==> src/rtl/cpu_types_pkg.sv <==
// Shared types for the pipeline controller: FSM states, hazard conditions, stage control bundle.
// Latency: n/a (types and constants only).
// Backpressure: n/a.
package cpu_types_pkg;

    localparam int REG_IDX_W = 5;

    // Number of cycles the back end keeps advancing after HALT leaves EX.
    localparam logic [1:0] DRAIN_CYCLES = 2'd2;

    typedef enum logic [1:0] {
        RUN    = 2'd0,
        DRAIN  = 2'd1,
        HALTED = 2'd2
    } pipe_state_t;

    // Per-cycle pipeline condition, listed from lowest to highest priority.
    typedef enum logic [2:0] {
        C_ADVANCE  = 3'd0,
        C_IWAIT    = 3'd1,
        C_LOADUSE  = 3'd2,
        C_REDIRECT = 3'd3,
        C_DRAIN    = 3'd4,
        C_MEMWAIT  = 3'd5,
        C_HALTED   = 3'd6
    } pipe_cond_t;

    typedef struct packed {
        logic pc_en;
        logic ifid_en;
        logic idex_en;
        logic exmem_en;
        logic memwb_en;
        logic ifid_flush;
        logic idex_flush;
        logic memwb_flush;
    } stage_ctrl_t;

    localparam stage_ctrl_t CTRL_ADVANCE = '{
        pc_en: 1'b1, ifid_en: 1'b1, idex_en: 1'b1, exmem_en: 1'b1, memwb_en: 1'b1,
        ifid_flush: 1'b0, idex_flush: 1'b0, memwb_flush: 1'b0
    };

    localparam stage_ctrl_t CTRL_FROZEN = '{
        pc_en: 1'b0, ifid_en: 1'b0, idex_en: 1'b0, exmem_en: 1'b0, memwb_en: 1'b0,
        ifid_flush: 1'b0, idex_flush: 1'b0, memwb_flush: 1'b0
    };

    // Saturating 16-bit increment for the stall counter.
    function automatic logic [15:0] sat_inc16(input logic [15:0] v);
        return (v == 16'hFFFF) ? v : v + 16'd1;
    endfunction

endpackage

==> src/rtl/hazard_detect.sv <==
// Combinational load-use and control-flow redirect detection between the ID and EX stages.
// Latency: purely combinational, zero cycles.
// Backpressure: none; results are consumed by pipeline_ctrl in the same cycle.
module hazard_detect
    import cpu_types_pkg::*;
(
    input  logic                 ex_memRead,
    input  logic [REG_IDX_W-1:0] ex_regSel,
    input  logic [REG_IDX_W-1:0] id_rs,
    input  logic [REG_IDX_W-1:0] id_rt,
    input  logic                 id_usesRt,
    input  logic                 ex_branchSel,
    input  logic [1:0]           ex_jump,
    output logic                 load_use,
    output logic                 redirect
);

    // Load in EX whose destination feeds an ID source; r0 never creates a dependency.
    always_comb begin
        load_use = ex_memRead
                && (ex_regSel != '0)
                && ((ex_regSel == id_rs) || (id_usesRt && (ex_regSel == id_rt)));
        redirect = ex_branchSel || (ex_jump != 2'b00);
    end

endmodule

==> src/rtl/pipeline_ctrl.sv <==
// Pipeline stall/flush controller with RUN/DRAIN/HALTED FSM and saturating stall counter.
// Latency: enables/flushes combinational from inputs and state; state and counters update next edge.
// Backpressure: data-cache miss freezes the front end and EX/MEM; I-miss and load-use stall the PC.
module pipeline_ctrl
    import cpu_types_pkg::*;
(
    input  logic                 CLK,
    input  logic                 RST,
    input  logic                 ex_memRead,
    input  logic [REG_IDX_W-1:0] ex_regSel,
    input  logic [REG_IDX_W-1:0] id_rs,
    input  logic [REG_IDX_W-1:0] id_rt,
    input  logic                 id_usesRt,
    input  logic                 ex_branchSel,
    input  logic [1:0]           ex_jump,
    input  logic                 ex_halt,
    input  logic                 mem_req,
    input  logic                 dhit,
    input  logic                 ihit,
    output logic                 pc_en,
    output logic                 ifid_en,
    output logic                 idex_en,
    output logic                 exmem_en,
    output logic                 memwb_en,
    output logic                 ifid_flush,
    output logic                 idex_flush,
    output logic                 memwb_flush,
    output logic                 halted,
    output logic [15:0]          stall_cnt
);

    pipe_state_t state, state_nxt, eff_state;
    logic [1:0]  drain_cnt, drain_cnt_nxt;
    logic        memwait, load_use, redirect, drain_active, count_stall;
    pipe_cond_t  cond;
    stage_ctrl_t ctrl;

    hazard_detect u_hazard (
        .ex_memRead   (ex_memRead),
        .ex_regSel    (ex_regSel),
        .id_rs        (id_rs),
        .id_rt        (id_rt),
        .id_usesRt    (id_usesRt),
        .ex_branchSel (ex_branchSel),
        .ex_jump      (ex_jump),
        .load_use     (load_use),
        .redirect     (redirect)
    );

    // Pick the single highest-priority condition; reset decodes as RUN.
    always_comb begin
        eff_state    = RST ? RUN : state;
        memwait      = mem_req && !dhit;
        drain_active = (eff_state == DRAIN) || ((eff_state == RUN) && ex_halt);
        cond         = C_ADVANCE;
        if (eff_state == HALTED)  cond = C_HALTED;
        else if (memwait)         cond = C_MEMWAIT;
        else if (drain_active)    cond = C_DRAIN;
        else if (redirect)        cond = C_REDIRECT;
        else if (load_use)        cond = C_LOADUSE;
        else if (!ihit)           cond = C_IWAIT;
    end

    // Decode the condition into stage enables and bubble-insert flushes.
    always_comb begin
        ctrl = CTRL_ADVANCE;
        unique case (cond)
            C_HALTED: ctrl = CTRL_FROZEN;
            C_MEMWAIT: begin
                ctrl             = CTRL_FROZEN;
                ctrl.memwb_en    = 1'b1;
                ctrl.memwb_flush = 1'b1;
            end
            C_DRAIN: begin
                ctrl.pc_en      = 1'b0;
                ctrl.ifid_flush = 1'b1;
                ctrl.idex_flush = 1'b1;
            end
            C_REDIRECT: begin
                ctrl.ifid_flush = 1'b1;
                ctrl.idex_flush = 1'b1;
            end
            C_LOADUSE: begin
                ctrl.pc_en      = 1'b0;
                ctrl.ifid_en    = 1'b0;
                ctrl.idex_flush = 1'b1;
            end
            C_IWAIT: begin
                ctrl.pc_en      = 1'b0;
                ctrl.ifid_flush = 1'b1;
            end
            default: ctrl = CTRL_ADVANCE;
        endcase
    end

    assign pc_en       = ctrl.pc_en;
    assign ifid_en     = ctrl.ifid_en;
    assign idex_en     = ctrl.idex_en;
    assign exmem_en    = ctrl.exmem_en;
    assign memwb_en    = ctrl.memwb_en;
    assign ifid_flush  = ctrl.ifid_flush;
    assign idex_flush  = ctrl.idex_flush;
    assign memwb_flush = ctrl.memwb_flush;
    assign halted      = (eff_state == HALTED);
    assign count_stall = (eff_state != HALTED) && !ctrl.pc_en;

    // Next-state: enter DRAIN on HALT, count down on non-MEMWAIT cycles, stop at zero.
    always_comb begin
        state_nxt     = state;
        drain_cnt_nxt = drain_cnt;
        unique case (state)
            RUN: begin
                if (ex_halt && !memwait) begin
                    state_nxt     = DRAIN;
                    drain_cnt_nxt = DRAIN_CYCLES;
                end
            end
            DRAIN: begin
                if (!memwait) begin
                    if (drain_cnt <= 2'd1) begin
                        drain_cnt_nxt = 2'd0;
                        state_nxt     = HALTED;
                    end else begin
                        drain_cnt_nxt = drain_cnt - 2'd1;
                    end
                end
            end
            HALTED: state_nxt = HALTED;
            default: begin
                state_nxt     = RUN;
                drain_cnt_nxt = 2'd0;
            end
        endcase
    end

    // State, drain counter and stall counter registers with synchronous reset.
    always_ff @(posedge CLK) begin
        if (RST) begin
            state     <= RUN;
            drain_cnt <= 2'd0;
            stall_cnt <= 16'd0;
        end else begin
            state     <= state_nxt;
            drain_cnt <= drain_cnt_nxt;
            if (count_stall) begin
                stall_cnt <= sat_inc16(stall_cnt);
            end
        end
    end

endmodule

==> config.mk <==
export PLATFORM = sky130hd
export DESIGN_NAME = pipeline_ctrl
export DESIGN_NICKNAME = d
export VERILOG_FILES = /design/src/rtl/cpu_types_pkg.sv /design/src/rtl/hazard_detect.sv /design/src/rtl/pipeline_ctrl.sv
export SDC_FILE = /design/constraint.sdc
export NUM_CORES = 1
export LEC_CHECK = 0
export BUFFER_PORTS_ARGS = -buffer_cell sky130_fd_sc_hd__buf_2
export CORE_ASPECT_RATIO = 0.5
export CORE_UTILIZATION = 30
export CTS_CLUSTER_SIZE = 12
export DETAILED_ROUTE_END_ITERATION = 8
export PLACE_DENSITY = 0.63
export SLEW_MARGIN = 20
export SYNTH_ARGS = -nofsm -noshare
export SYNTH_HDL_FRONTEND = slang
export SYNTH_SLANG_ARGS = --single-unit
export TNS_END_PERCENT = 100
==> constraint.sdc <==
create_clock -name CLK -period 2.1 [get_ports CLK]
set_input_delay 0.105 -clock CLK [delete_from_list [all_inputs] [get_ports CLK]]
set_output_delay 0.105 -clock CLK [all_outputs]
set_load 0.01 [all_outputs]
==> impl_metrics.env <==
export IMPL_syn_nets=206
export IMPL_worst_pin_slew_ns=0.592
export IMPL_end_kind="register"
export IMPL_nets=270
export IMPL_grt_first_pass_wirelength_um=5440
export IMPL_startpoint_type="register"
export IMPL_cts_made_buffers=3
export IMPL_timing_fmax_mhz=499
export IMPL_first_pass_iters=8
export IMPL_final_area_um2=1930
export IMPL_worstPathCellList="nor2b_1 > o21ai_1 > and3_1 > a211o_4 > nor4_2 > mux2_2"
export IMPL_worstPathArrival_ns=2.15
export IMPL_die_y_um=50.3
export IMPL_ant_nets=0
export IMPL_area_growth_synth_to_final_pct=38.0
export IMPL_yosysWarningCount=0
export IMPL_dr_total_vias=1508
export IMPL_synth_cells=176
export IMPL_failed_checks="design-rule violations"
export IMPL_start_util_pct=31.4
export IMPL_drtIter0Drc=54
export IMPL_dieArea_um2=4950
export IMPL_gr_usage_all_layers_pct=13.7
export IMPL_fill_cells=441
export IMPL_synth_top_flop_cell="dfxtp_1"
export IMPL_core_um2=4450
export IMPL_clock_latency_ns=0.26
export IMPL_synth_edf_count=0
export IMPL_crit_type="reg -> reg"
export IMPL_cp_top_family="simple AND/OR/NAND/NOR gates"
export IMPL_drt_total_wl_um=3520
export IMPL_hold_path_class="in -> reg"
export IMPL_cpMaxStageDelayCell="a211o_4"
export IMPL_grt_pass1_vias=1263
export IMPL_max_stage_delay_ns=0.40
export IMPL_synthDistinctLibCells=39
export IMPL_clkTransAtPathRegs_ns=0.08
export IMPL_critical_path_max_fanout=9
export IMPL_htreeDepth=1
export IMPL_cp_required_ns=2.25
export IMPL_slew_viol_final=0
export IMPL_diodes=0
export IMPL_drc=1
export IMPL_worst_path_buf_inv=0
export IMPL_finalHoldViolations=0
export IMPL_row_count=17
export IMPL_finalCritPeriodShare_pct=95.4
export IMPL_rsz0062_at_grt="no"
export IMPL_netlist_area_um2=1400
export IMPL_io_pins=51
export IMPL_cts_tree="built"
export IMPL_syn_area_per_cell_um2=7.94
export IMPL_drive_gt1_share_pct=38.1
export IMPL_antenna_found_initial=0
export IMPL_clock_sinks=20
export IMPL_gr_total_overflow=0
export IMPL_gp_congestion=0.779
export IMPL_setup_violations=0
export IMPL_viasPerCell=5.09
export IMPL_grt_max_degree=30
export IMPL_yosysSeqAreaShare_pct=28.6
export IMPL_cts_setup_buffers=0
export IMPL_die_w_um=98.5
export IMPL_synth_async_reset_ratio_pct=0
export IMPL_vdd_ir_drop_max_mv=0.222
export IMPL_fin_cells=296
export IMPL_fin_worst_skew_ns=0.0113
export IMPL_p_leak_nw=0.821
export IMPL_power_density_nw_per_um2=714
export IMPL_port_buffers=50
export IMPL_layout_min_cycle_time_ns=2.00
export IMPL_dpl_hpwl_um=2590
export IMPL_ys_ff_latch=20
export IMPL_cts_buffer_depth=2
export IMPL_slew_headroom_pct=60.0
export IMPL_drv_cap=0
export IMPL_final_core_util_pct=43.4
export IMPL_clockRootBuffer="clkbuf_8"
export IMPL_ctsHoldBuffers=0
export IMPL_dpl_cell_area_um2=1790
export IMPL_detail_route_wl_per_cell_um=11.9
export IMPL_placed_cells=291
export IMPL_outcome="finished with violations"
placed cells by master (no fill, tap or decap), types with 2 or more instances in the layout:
cell type  Yosys  layout
buf_2          0      50
dfxtp_1       20      19
nand2_1       18      18
nor2_1        16      15
a21oi_1       15      15
buf_4          3      14
xnor2_1       10      10
nor2b_1        9       9
o21ai_0        8       8
mux2_2         8       7
inv_1          6       6
nand4_1        5       5
nand2b_1       4       4
or3_1          5       4
nand3_1        4       4
o31ai_1        4       4
or4_1          4       4
and3_1         3       3
nor4_2         0       3
ha_1           4       3
clkbuf_8       0       3
and2_1         2       2
nor4_1         5       2
nor3_1         2       2
mux2i_1        2       2
per-stage QoR:
| stage | total power, mW | setup WS, ns | TNS, ns | hold WS (ns) |
|---|---|---|---|---|
| 4_1_cts | 1.37 | 0.00810 | 0 | 0.257 |
| 6_report | 1.38 | 0.0966 | 0 | 0.268 |
| 3_3_place_gp | 0.951 | 0.0927 | 0 | 0.479 |
| 2_1_floorplan | 0.807 | 0.0614 | 0 | 0.336 |
| 5_1_grt | 1.47 | 0.00108 | 0 | 0.275 |
| 3_5_place_dp | 0.967 | -0.0169 | -0.0231 | 0.478 |
flip-flops by register name, indices dropped and copies added, names as in the netlist:
register / flops
stall_cnt: 16
drain_cnt: 2
state: 2
timing repair:
| action | 4_1_cts | 5_1_grt |
|---|---|---|
| pin swaps | 0 | 3 |
| gates resized for setup | 2 | 9 |
| gates cloned | 0 | 1 |
| endpoints found under the setup margin | 3 | 8 |
logic make-up after synthesis:
logic type                 synth area share [%]
and+or+nand+nor                            33.4
AOI/OAI and AO/OA                          15.9
DFF                                        28.6
buffers and inverters                      4.30
xor gates and xnor gates                   6.27
muxes                                      7.88
adders and majority gates                  3.58
report_power, final:
group	internal [mW]	switching (mW)
Combinational	0.237	0.298
Sequential	0.423	0.0297
Clock	0.255	0.133
Total	0.915	0.462
worst min-delay path, stage by stage:
cell and delay, ns:
buf_2 0.11, a21oi_1 0.07, o21ai_0 0.15, a21oi_1 0.06
layer usage:
metal | global-route usage [%] | up-vias | part of all wire [%]
met4 | 2.24 | 0 | 0.54
met1 | 17.3 | 706 | 46
met5 | 0 | - | 0
li1 | - | 762 | -
met2 | 24.5 | 36 | 49
met3 | 2.92 | 4 | 4.3
cell usage after synthesis (2+ instances only):
library cell	n	area, um^2
a21oi_1	15	75.1
and2_1	2	12.5
and3_1	3	18.8
buf_4	3	22.5
clkbuf_1	3	11.3
dfxtp_1	20	400
ha_1	4	50.1
inv_1	6	22.5
mux2_2	8	90.1
mux2i_1	2	20.0
nand2_1	18	67.6
nand2b_1	4	25.0
nand3_1	4	20.0
nand4_1	5	31.3
nor2_1	16	60.1
nor2b_1	9	56.3
nor3_1	2	10.0
nor4_1	5	31.3
o21ai_0	8	40.0
o31ai_1	4	30.0
or3_1	5	31.3
or4_1	4	30.0
xnor2_1	10	87.6
final timing paths:
check | startpoint | endpoint | slack (ns) | cells after the start
min reg2reg | drain_cnt[0] | drain_cnt[0] | 0.50 | 2
max | state[0] | stall_cnt[8] | 0.1 | 6
max reg2reg | state[0] | stall_cnt[8] | 0.1 | 6
min | ex_halt | drain_cnt[0] | 0.27 | 4
area by class of cell:
type | count | area (um^2) | area share [%]
Clock buffer | 3 | 41.3 | 2.14
Tap cell | 57 | 71.3 | 3.70
Inverter | 7 | 26.3 | 1.36
Multi-Input combinational cell | 144 | 1000 | 52.0
Sequential cell | 20 | 402 | 20.8
Clock inverter | 1 | 30.0 | 1.56
Timing Repair Buffer | 64 | 355 | 18.4
No activity file was read; power rests on OpenSTA's default activity.
